`config.mk`:
```
export PLATFORM = sky130hd
export DESIGN_NAME = mac_accumulator_flat
export DESIGN_NICKNAME = d
export VERILOG_FILES = /design/src/rtl/mac_pkg.sv /design/src/rtl/mac_accumulator_if.sv /design/src/rtl/sat_adder.sv /design/src/rtl/mac_accumulator.sv /design/src/flat_wrapper.sv
export SDC_FILE = /design/constraint.sdc
export NUM_CORES = 1
export LEC_CHECK = 0
export ABC_AREA = 1
export ABC_CLOCK_PERIOD_IN_PS = 1600
export CAP_MARGIN = 20
export CORE_MARGIN = 4
export CORE_UTILIZATION = 43
export CTS_BUF_LIST = sky130_fd_sc_hd__clkbuf_4 sky130_fd_sc_hd__clkbuf_8 sky130_fd_sc_hd__clkbuf_16
export DETAILED_ROUTE_END_ITERATION = 16
export PLACE_DENSITY_LB_ADDON = 0.05
export SYNTH_ARGS = -nofsm -noshare
export SYNTH_HDL_FRONTEND = slang
export SYNTH_SLANG_ARGS = --single-unit
```
`constraint.sdc`:
```
create_clock -name clk -period 1.6 [get_ports clk]
set_input_delay 0.32 -clock clk [delete_from_list [all_inputs] [get_ports clk]]
set_output_delay 0.32 -clock clk [all_outputs]
set_load 0.05 [all_outputs]
```
`src/rtl/mac_pkg.sv`:
```
// Shared types and default sizing for the MAC accumulator and its adder.
package mac_pkg;

    typedef enum logic {
        ACCUM = 1'b0,
        HOLD  = 1'b1
    } mac_state_t;

    localparam int MAC_PROD_W    = 8;
    localparam int MAC_ACC_W     = 10;
    localparam int MAC_BLOCK_LEN = 8;
    localparam int MAC_CNT_W     = $clog2(MAC_BLOCK_LEN);

endpackage

```
`src/rtl/mac_accumulator_if.sv`:
```
// Product-in / block-sum-out handshake bundle for the MAC accumulator.
interface mac_accumulator_if
    import mac_pkg::*;
#(
    parameter int PROD_W = MAC_PROD_W,
    parameter int ACC_W  = MAC_ACC_W,
    parameter int CNT_W  = MAC_CNT_W
);
    logic              clear;
    logic              in_valid;
    logic              in_ready;
    logic [PROD_W-1:0] product;
    logic              out_valid;
    logic              out_ready;
    logic [ACC_W-1:0]  sum;
    logic              sat;
    logic [CNT_W-1:0]  count;

    // Side that feeds products and consumes block sums.
    modport master (
        output clear, in_valid, product, out_ready,
        input  in_ready, out_valid, sum, sat, count
    );

    // The accumulator itself.
    modport slave (
        input  clear, in_valid, product, out_ready,
        output in_ready, out_valid, sum, sat, count
    );
endinterface

```
`src/rtl/sat_adder.sv`:
```
// Unsigned saturating adder: acc + zero-extended operand, clamped to all-ones.
module sat_adder #(
    parameter int ACC_W  = 10,
    parameter int PROD_W = 8
) (
    input  logic [ACC_W-1:0]  a,
    input  logic [PROD_W-1:0] b,
    output logic [ACC_W-1:0]  y,
    output logic              ovf
);
    logic [ACC_W:0] wide;

    // One extra bit catches the carry; a carry means the true sum is unrepresentable.
    always_comb begin
        wide = {1'b0, a} + (ACC_W + 1)'(b);
        ovf  = wide[ACC_W];
        y    = ovf ? '1 : wide[ACC_W-1:0];
    end
endmodule

```
`src/rtl/mac_accumulator.sv`:
```
// Sums fixed-length blocks of products into a saturating accumulator and
// presents each block sum with a sticky saturation flag.
module mac_accumulator
    import mac_pkg::*;
#(
    parameter int PROD_W    = MAC_PROD_W,
    parameter int ACC_W     = MAC_ACC_W,
    parameter int BLOCK_LEN = MAC_BLOCK_LEN,
    parameter int CNT_W     = $clog2(BLOCK_LEN)
) (
    input  logic               clk,
    input  logic               reset,
    mac_accumulator_if.slave   bus
);
    localparam logic [CNT_W-1:0] LAST_IDX = CNT_W'(BLOCK_LEN - 1);

    mac_state_t       state_reg, state_next;
    logic [ACC_W-1:0] acc_reg, acc_next;
    logic             sat_reg, sat_next;
    logic [CNT_W-1:0] count_reg, count_next;

    logic [ACC_W-1:0] add_y;
    logic             add_ovf;

    sat_adder #(
        .ACC_W  (ACC_W),
        .PROD_W (PROD_W)
    ) u_sat_adder (
        .a   (acc_reg),
        .b   (bus.product),
        .y   (add_y),
        .ovf (add_ovf)
    );

    // State, accumulator, flag and counter registers.
    always_ff @(posedge clk or posedge reset) begin
        if (reset) begin
            state_reg <= ACCUM;
            acc_reg   <= '0;
            sat_reg   <= 1'b0;
            count_reg <= '0;
        end else begin
            state_reg <= state_next;
            acc_reg   <= acc_next;
            sat_reg   <= sat_next;
            count_reg <= count_next;
        end
    end

    // Next-state logic: clear beats both handshakes; HOLD ignores products.
    always_comb begin
        state_next = state_reg;
        acc_next   = acc_reg;
        sat_next   = sat_reg;
        count_next = count_reg;
        if (bus.clear) begin
            state_next = ACCUM;
            acc_next   = '0;
            sat_next   = 1'b0;
            count_next = '0;
        end else begin
            case (state_reg)
                ACCUM: begin
                    if (bus.in_valid) begin
                        acc_next = add_y;
                        sat_next = sat_reg | add_ovf;
                        if (count_reg == LAST_IDX) begin
                            count_next = '0;
                            state_next = HOLD;
                        end else begin
                            count_next = count_reg + 1'b1;
                        end
                    end
                end
                HOLD: begin
                    if (bus.out_ready) begin
                        state_next = ACCUM;
                        acc_next   = '0;
                        sat_next   = 1'b0;
                    end
                end
                default: state_next = ACCUM;
            endcase
        end
    end

    // Handshake outputs depend on state only, so no input-to-output path exists.
    always_comb begin
        bus.in_ready  = (state_reg == ACCUM);
        bus.out_valid = (state_reg == HOLD);
        bus.sum       = acc_reg;
        bus.sat       = sat_reg;
        bus.count     = count_reg;
    end
endmodule
```
`src/flat_wrapper.sv`:
```
// flat-port wrapper written by rule: the top's interface ports become plain ports
module mac_accumulator_flat import mac_pkg::*;
#(
    parameter int PROD_W    = MAC_PROD_W,
    parameter int ACC_W     = MAC_ACC_W,
    parameter int BLOCK_LEN = MAC_BLOCK_LEN,
    parameter int CNT_W     = $clog2(BLOCK_LEN)
)
  (clk, reset, bus_clear, bus_in_valid, bus_product, bus_out_ready, bus_in_ready, bus_out_valid, bus_sum, bus_sat, bus_count);
  mac_accumulator_if #(.PROD_W(PROD_W), .ACC_W(ACC_W), .CNT_W(CNT_W)) bus_i ();
  input  logic clk;
  input  logic reset;
  input wire logic [$bits(bus_i.clear)-1:0] bus_clear;
  input wire logic [$bits(bus_i.in_valid)-1:0] bus_in_valid;
  input wire logic [$bits(bus_i.product)-1:0] bus_product;
  input wire logic [$bits(bus_i.out_ready)-1:0] bus_out_ready;
  output wire logic [$bits(bus_i.in_ready)-1:0] bus_in_ready;
  output wire logic [$bits(bus_i.out_valid)-1:0] bus_out_valid;
  output wire logic [$bits(bus_i.sum)-1:0] bus_sum;
  output wire logic [$bits(bus_i.sat)-1:0] bus_sat;
  output wire logic [$bits(bus_i.count)-1:0] bus_count;
  assign bus_i.clear = bus_clear;
  assign bus_i.in_valid = bus_in_valid;
  assign bus_i.product = bus_product;
  assign bus_i.out_ready = bus_out_ready;
  assign bus_in_ready = bus_i.in_ready;
  assign bus_out_valid = bus_i.out_valid;
  assign bus_sum = bus_i.sum;
  assign bus_sat = bus_i.sat;
  assign bus_count = bus_i.count;
  mac_accumulator #(.PROD_W(PROD_W), .ACC_W(ACC_W), .BLOCK_LEN(BLOCK_LEN), .CNT_W(CNT_W)) u_core (.clk(clk), .reset(reset), .bus(bus_i));
endmodule
```
==> results of run 1 <==
[layout make-up]
| class | instances | area share |
|---|---|---|
| multi-input cells | 121 | 0.396 |
| repair buffers | 48 | 0.320 |
| flip-flops and latches | 15 | 0.211 |
| inverters | 17 | 0.0354 |
| well taps | 30 | 0.0208 |
| clock buffers | 4 | 0.0167 |
[per-layer routing]
layer  track usage  wire length, µm
met1         0.225             1240
met2         0.321             1370
met3        0.0197              122
met4        0.0662               60
met5             0                0
[cells by family after synthesis]
| kind of cell | after synthesis |
|---|---|
| flops | 15 |
| simple gates | 95 |
| compound gates | 14 |
| xor+xnor | 1 |
| buf+inv | 18 |
| fa+ha+maj | 11 |
[worst min path at each step]
stage / startpoint / cells after the start / end / slack [ps]
floorplan: reset / 1 / u_core.bus.count[0] / 220
global placement: u_core.bus.sat / 2 / u_core.bus.sat / 520
detailed placement: u_core.bus.sat / 2 / u_core.bus.sat / 520
CTS: reset / 3 / u_core.bus.sum[2] / 330
global route: reset / 3 / u_core.bus.sum[1] / 340
finish: reset / 3 / u_core.bus.sum[2] / 330
[timing repair]
| action | 4_1_cts | 5_1_grt |
|---|---|---|
| buffers inserted | 0 | 0 |
| gates resized for setup | 1 | 7 |
| gates cloned | 0 | 0 |
| pin swaps | 1 | 6 |
| setup endpoints to repair | 11 | 11 |
| hold buffers | 0 | 0 |
[report_power, final]
group | internal [mW] | switching [mW] | leakage [nW] | total (mW)
clock | 0.114 | 0.127 | 0.0184 | 0.241
combinational | 0.308 | 0.344 | 0.734 | 0.651
sequential | 0.409 | 0.0285 | 0.197 | 0.438
[synth_stat cells, drive strengths merged]
library cell,n
o211ai,1
nand4,3
fa,1
xor2,1
nand3,19
o21ai,3
a21boi,1
a21oi,6
o21bai,1
inv,17
o31ai,1
nand2,61
buf,1
nor2,12
a21o,1
ha,10
dfrtp,15
[critical path, stage by stage (launching register included)]
cell and delay, ps:
dfrtp_2 430, ha_4 160, fa_2 340, nand2_2 100, nand3_4 80, nand3_2 100
nand2_4 90, o211ai_1 210, nand2_1 70
[per-stage QoR]
stage / setup slack (ps) / power, mW / hold WS [ps] / instances / TNS (ps)
final: -107 / 1.33 / 328 / 235 / -847
after global routing: -218 / 1.42 / 342 / 235 / -1920
after CTS: -109 / 1.33 / 330 / 235 / -882
after detailed placement: -481 / 1.08 / 520 / 231 / -4870
after global placement: -431 / 1.08 / 516 / 231 / -4450
after floorplan: -145 / 0.781 / 221 / 154 / -1180
[placed cells by master (no fill, tap or decap)]
master / count
nand2_1: 58
buf_4: 21
inv_1: 17
nand3_1: 16
buf_12: 15
clkdlybuf4s50_1: 11
dfrtp_1: 11
nor2_1: 9
ha_1: 8
clkbuf_4: 4
dfrtp_2: 4
a21oi_2: 3
nor2_2: 3
nand4_1: 3
a21oi_1: 3
nand3_2: 2
o21ai_0: 2
o21bai_1: 1
nand2_2: 1
nand3_4: 1
nand2_4: 1
nand2_8: 1
xor2_1: 1
a21boi_0: 1
a21o_2: 1
o211ai_1: 1
o31ai_1: 1
o21ai_2: 1
fa_2: 1
ha_2: 1
ha_4: 1
dlygate4sd2_1: 1
==> flow_summary_export.csv, run 1 <==
group,metric,value,unit
run_status,status,"complete, but fails checks",
run_status,violations,"negative setup slack",
power_and_ir_drop,pwr_density_cell,738,mW/mm²
logic_synthesis,synth_compound_area_frac,0.0831,
cts,clock_latency,280,ps
drt,drc_errors,0,
logic_synthesis,synth_area_leaders,"dfrtp_1 (34%), nand2_1 (20%), ha_1 (11%), nand3_1 (8.7%), inv_1 (5.8%)",
die,die_height,58.5,µm
timing,relSlewSlack,0.809,
drt,wire_per_inst,11.9,µm
logic_synthesis,synth_xor_area_frac,0.00797,
logic_synthesis,synthesis.area,0.00110,mm²
cells_and_area,syn_to_final_growth,64.1,%
flow_run,cap_violations,0,
logic_synthesis,seq_area_frac_synth,0.342,
critical_path,worstPathRequired,1770,ps
drt,dr.pass1.iters,4,
die,initial_utilization,0.448,
power_and_ir_drop,ir_worst_vdd,0.643,mV
die,fp.dieArea,0.00343,mm²
cts,cts.path.max_buffers,2,
logic_synthesis,netlist_instances,154,
cells_and_area,nets,230,
logic_synthesis,postSynthAreaPerCell,7.13,µm²
timing,worst_pin_slew,286,ps
drt,ant_nets,0,
cts,cts_root_buf,"clkbuf_4",
critical_path,critPathLaunchType,"flip-flop",
cells_and_area,antenna_cells,0,
die,rows,18,
cells_and_area,final-seq-area,380,µm²
critical_path,cp-endpoint,"u_core.bus.sum[8]",
logic_synthesis,yosysWarnings,0,
place,port_buffers,28,
critical_path,critPathLaunch,"u_core.bus.sum[0]",
critical_path,cp.arrival,1870,ps
timing,fin_crit,1710,ps
logic_synthesis,syn-num-nets,178,
critical_path,r2r-end,"u_core.bus.sum[8]",
logic_synthesis,yosys.area.top_type,"dfrtp_1",
logic_synthesis,synthMuxAreaShare,0,
global_route,grt_pass1_vias,1196,
die,die_x,58.5,µm
global_route,antenna_found_initial,0,
place,dp_hpwl,2190,µm
timing,drv_slew,0,
die,ios,29,
drt,routed_wl,2800,µm
logic_synthesis,synth_top_family_by_area,"simple AND/OR/NAND/NOR gates",
critical_path,critPathCaptureType,"flip-flop",
timing,final-hold-violation-count,0,
cts,numCtsBuffers,3,
die,design.core.area,0.00245,mm²
timing,finClkSkew,7.15,ps
timing,rsz0062_at_grt,"yes",
global_route,grt_usage,0.181,
cts,cts_max_level,1,
cells_and_area,nFillCells,198,
timing,max_freq,586,MHz
place,place_area,0.00174,mm²
cells_and_area,multi_input_area,714,µm²
timing,period_share,1.07,
power_and_ir_drop,leakage,0.949,nW
logic_synthesis,synthAdderAreaFrac,0.132,
logic_synthesis,synth_top_area_frac,0.342,
drt,vias_per_cell,5.10,
critical_path,r2r-start,"u_core.bus.sum[0]",
cells_and_area,largest_register_ffs,10,
critical_path,cp_max_fo,6,
timing,finalSetupViolations,10,
timing,layout_setup_ws,-107,ps
cells_and_area,final_area,0.00180,mm²
cts,clk_pin_slew,100,ps
drt,drt-initial-drc-count,42,
logic_synthesis,synth_seq_cells,15,
logic_synthesis,yosys.area_share.simple,0.367,
logic_synthesis,synth_cell_types,22,
cts,cts.sinks,15,
cells_and_area,drive_above_1_share,0.298,
critical_path,r2r_setup_slack,-110,ps
global_route,globalRouteOverflowTotal,0,
cts,cts_tree,"built",
global_route,grt_max_degree,16,
critical_path,r2r_cells,8,
critical_path,critical_path_class,"reg -> reg",
drt,via_count,1198,
place,gp_congestion,0.895,
hold_path,hold_class,"in -> async",
cells_and_area,final_core_util,0.734,
global_route,grt_pass1_wl,4890,µm
Power figures use the tool's default switching activity.
==> inputs of run 2 (changes only) <==
- PLACE_DENSITY_LB_ADDON: 0.05 -> 0.08
==> flow_summary_export.csv, run 2 (synthesized netlist as in run 1, its figures left out) <==
group,metric,value,unit
run_status,status,"complete, but fails checks",
run_status,violations,"negative setup slack",
critical_path,crit_buf_inv,0,
global_route,antenna_found_initial,0,
timing,drv_slew,0,
global_route,grt_max_degree,16,
cts,cts_tree,"built",
global_route,globalRouteOverflowTotal,0,
cts,cts.sinks,15,
timing,period_share,1.08,
cells_and_area,final_core_util,0.749,
timing,fin_crit,1730,ps
die,rows,18,
cells_and_area,final_area,0.00184,mm²
drt,dr.pass1.iters,4,
timing,relSlewSlack,0.801,
drt,met1_length,1250,µm
global_route,grt_pass1_vias,1200,
critical_path,cpPeakStageDelay,440,ps
cells_and_area,final-seq-area,380,µm²
timing,finClkSkew,3.93,ps
drt,routed.top_layer,"met4",
critical_path,worstPathRequired,1790,ps
critical_path,crit_family,"simple AND/OR/NAND/NOR gates",
die,ios,29,
drt,drt-initial-drc-count,29,
critical_path,path_cells,"ha_4 > fa_2 > nand2_4 > nand3_4 > nand3_4 > nand2_8 > nand2_8 > nand3_1 > nand2_1 > nand2_1",
cts,hold_buffers,0,
drt,drc_errors,0,
flow_run,cap_violations,0,
place,place_area,0.00175,mm²
place,pre_cts_ws,-489,ps
die,die_x,58.5,µm
cells_and_area,final_common_cell,"nand2_1",
power_and_ir_drop,pwr_density_cell,736,mW/mm²
power_and_ir_drop,leakage,0.955,nW
global_route,grt_usage,0.188,
place,dp_cells,232,
drt,wl_met3,117,µm
cts,cts_max_level,1,
die,design.core.area,0.00245,mm²
timing,fin_hold_ws,312,ps
cts,clock_latency,290,ps
cts,cts_setup_buffers,0,
cells_and_area,finalNonFillerCells,236,
hold_path,hold_class,"in -> async",
power_and_ir_drop,ir_worst_vdd,0.638,mV
cells_and_area,syn_to_final_growth,67.4,%
cells_and_area,drive_above_1_share,0.301,
place,port_buffers,28,
cells_and_area,final_cell_mix,"nand2_1 (57), buf_4 (22), inv_1 (17), nand3_1 (17), buf_12 (15)",
cts,cts.path.max_buffers,2,
cells_and_area,antenna_cells,0,
die,die_height,58.5,µm
critical_path,cp_max_fo,7,
drt,wl_met2,1490,µm
drt,wire_per_inst,12.4,µm
critical_path,slowest_stage,"dfrtp_2",
critical_path,r2r_setup_slack,-130,ps
cts,numCtsBuffers,3,
timing,layout_setup_ws,-126,ps
cells_and_area,largest_register_ffs,10,
timing,worst_pin_slew,299,ps
die,fp.dieArea,0.00343,mm²
die,initial_utilization,0.448,
critical_path,critPathLaunchType,"flip-flop",
cts,cts_root_buf,"clkbuf_4",
timing,rsz0062_at_grt,"yes",
drt,via_count,1196,
place,gp_congestion,0.897,
cells_and_area,nets,231,
global_route,grt_pass1_wl,5020,µm
critical_path,cp.arrival,1920,ps
cells_and_area,nFillCells,196,
drt,routed_wl,2920,µm
timing,final-hold-violation-count,0,
critical_path,critical_path_class,"reg -> reg",
cells_and_area,multi_input_area,746,µm²
critical_path,critPathCaptureType,"flip-flop",
timing,max_freq,579,MHz
place,dp_hpwl,2300,µm
drt,vias_per_cell,5.07,
cts,clk_pin_slew,100,ps
timing,finalSetupViolations,10,
drt,ant_nets,0,
## run 2: changes by cell type in the layout (fill, tap and decap cells not counted), sizes merged
cell / previous run / this run
buf: 36 / 37
clkinv: 0 / 1
clkbuf: 4 / 3
## run 2: area by class of cell
type / count / share of cell area
repair buffers: 49 / 0.318
clock inverters: 1 / 0.00272
inverters: 17 / 0.0347
flip-flops and latches: 15 / 0.207
well taps: 30 / 0.0204
clock buffers: 3 / 0.0122
multi-input cells: 121 / 0.405
## run 2: power by group
part	switching (mW)	internal, mW	leakage [nW]
sequential	0.0299	0.409	0.197
clock	0.137	0.0932	0.0177
combinational	0.360	0.326	0.741
## run 2: repair_timing
action | 4_1_cts | 5_1_grt
pin swaps | 1 | 3
endpoints found under the setup margin | 11 | 11
resized for setup | 3 | 10
## run 2: path summary, 6_finish.rpt
path                                   start              endpoint  cells after the start
min in group clk              u_core.bus.sat        u_core.bus.sat                      2
max reg2reg                u_core.bus.sum[0]     u_core.bus.sum[9]                     10
max in group asynchronous              reset  u_core.bus.out_valid                      3
min reg2reg                   u_core.bus.sat        u_core.bus.sat                      2
min                                    reset     u_core.bus.sum[3]                      3
max                        u_core.bus.sum[0]     u_core.bus.sum[9]                     10
## run 2: through the flow
step	TNS [ps]	power (mW)
2_1_floorplan	-1180	0.781
3_3_place_gp	-4450	1.08
3_5_place_dp	-4850	1.09
4_1_cts	-839	1.32
5_1_grt	-1820	1.44
6_report	-1010	1.35
## run 2: routing by layer
metal | track usage | vias up
li1 | - | 604
met1 | 0.240 | 558
met2 | 0.327 | 26
met3 | 0.0197 | 8
met4 | 0.0695 | 0
met5 | 0 | -
## run 2: worst reg2reg max path, stage by stage (launching register included)
cell and delay, ps:
dfrtp_2 440, ha_4 170, fa_2 370, nand2_4 90, nand3_4 80, nand3_4 120
nand2_8 80, nand2_8 100, nand3_1 80, nand2_1 60, nand2_1 40
==> inputs of run 3 (changes only) <==
- HOLD_SLACK_MARGIN: not set -> 0.15
==> results of run 3 <==
No change in the layout: final DEF, timing and power equal those of run 2.
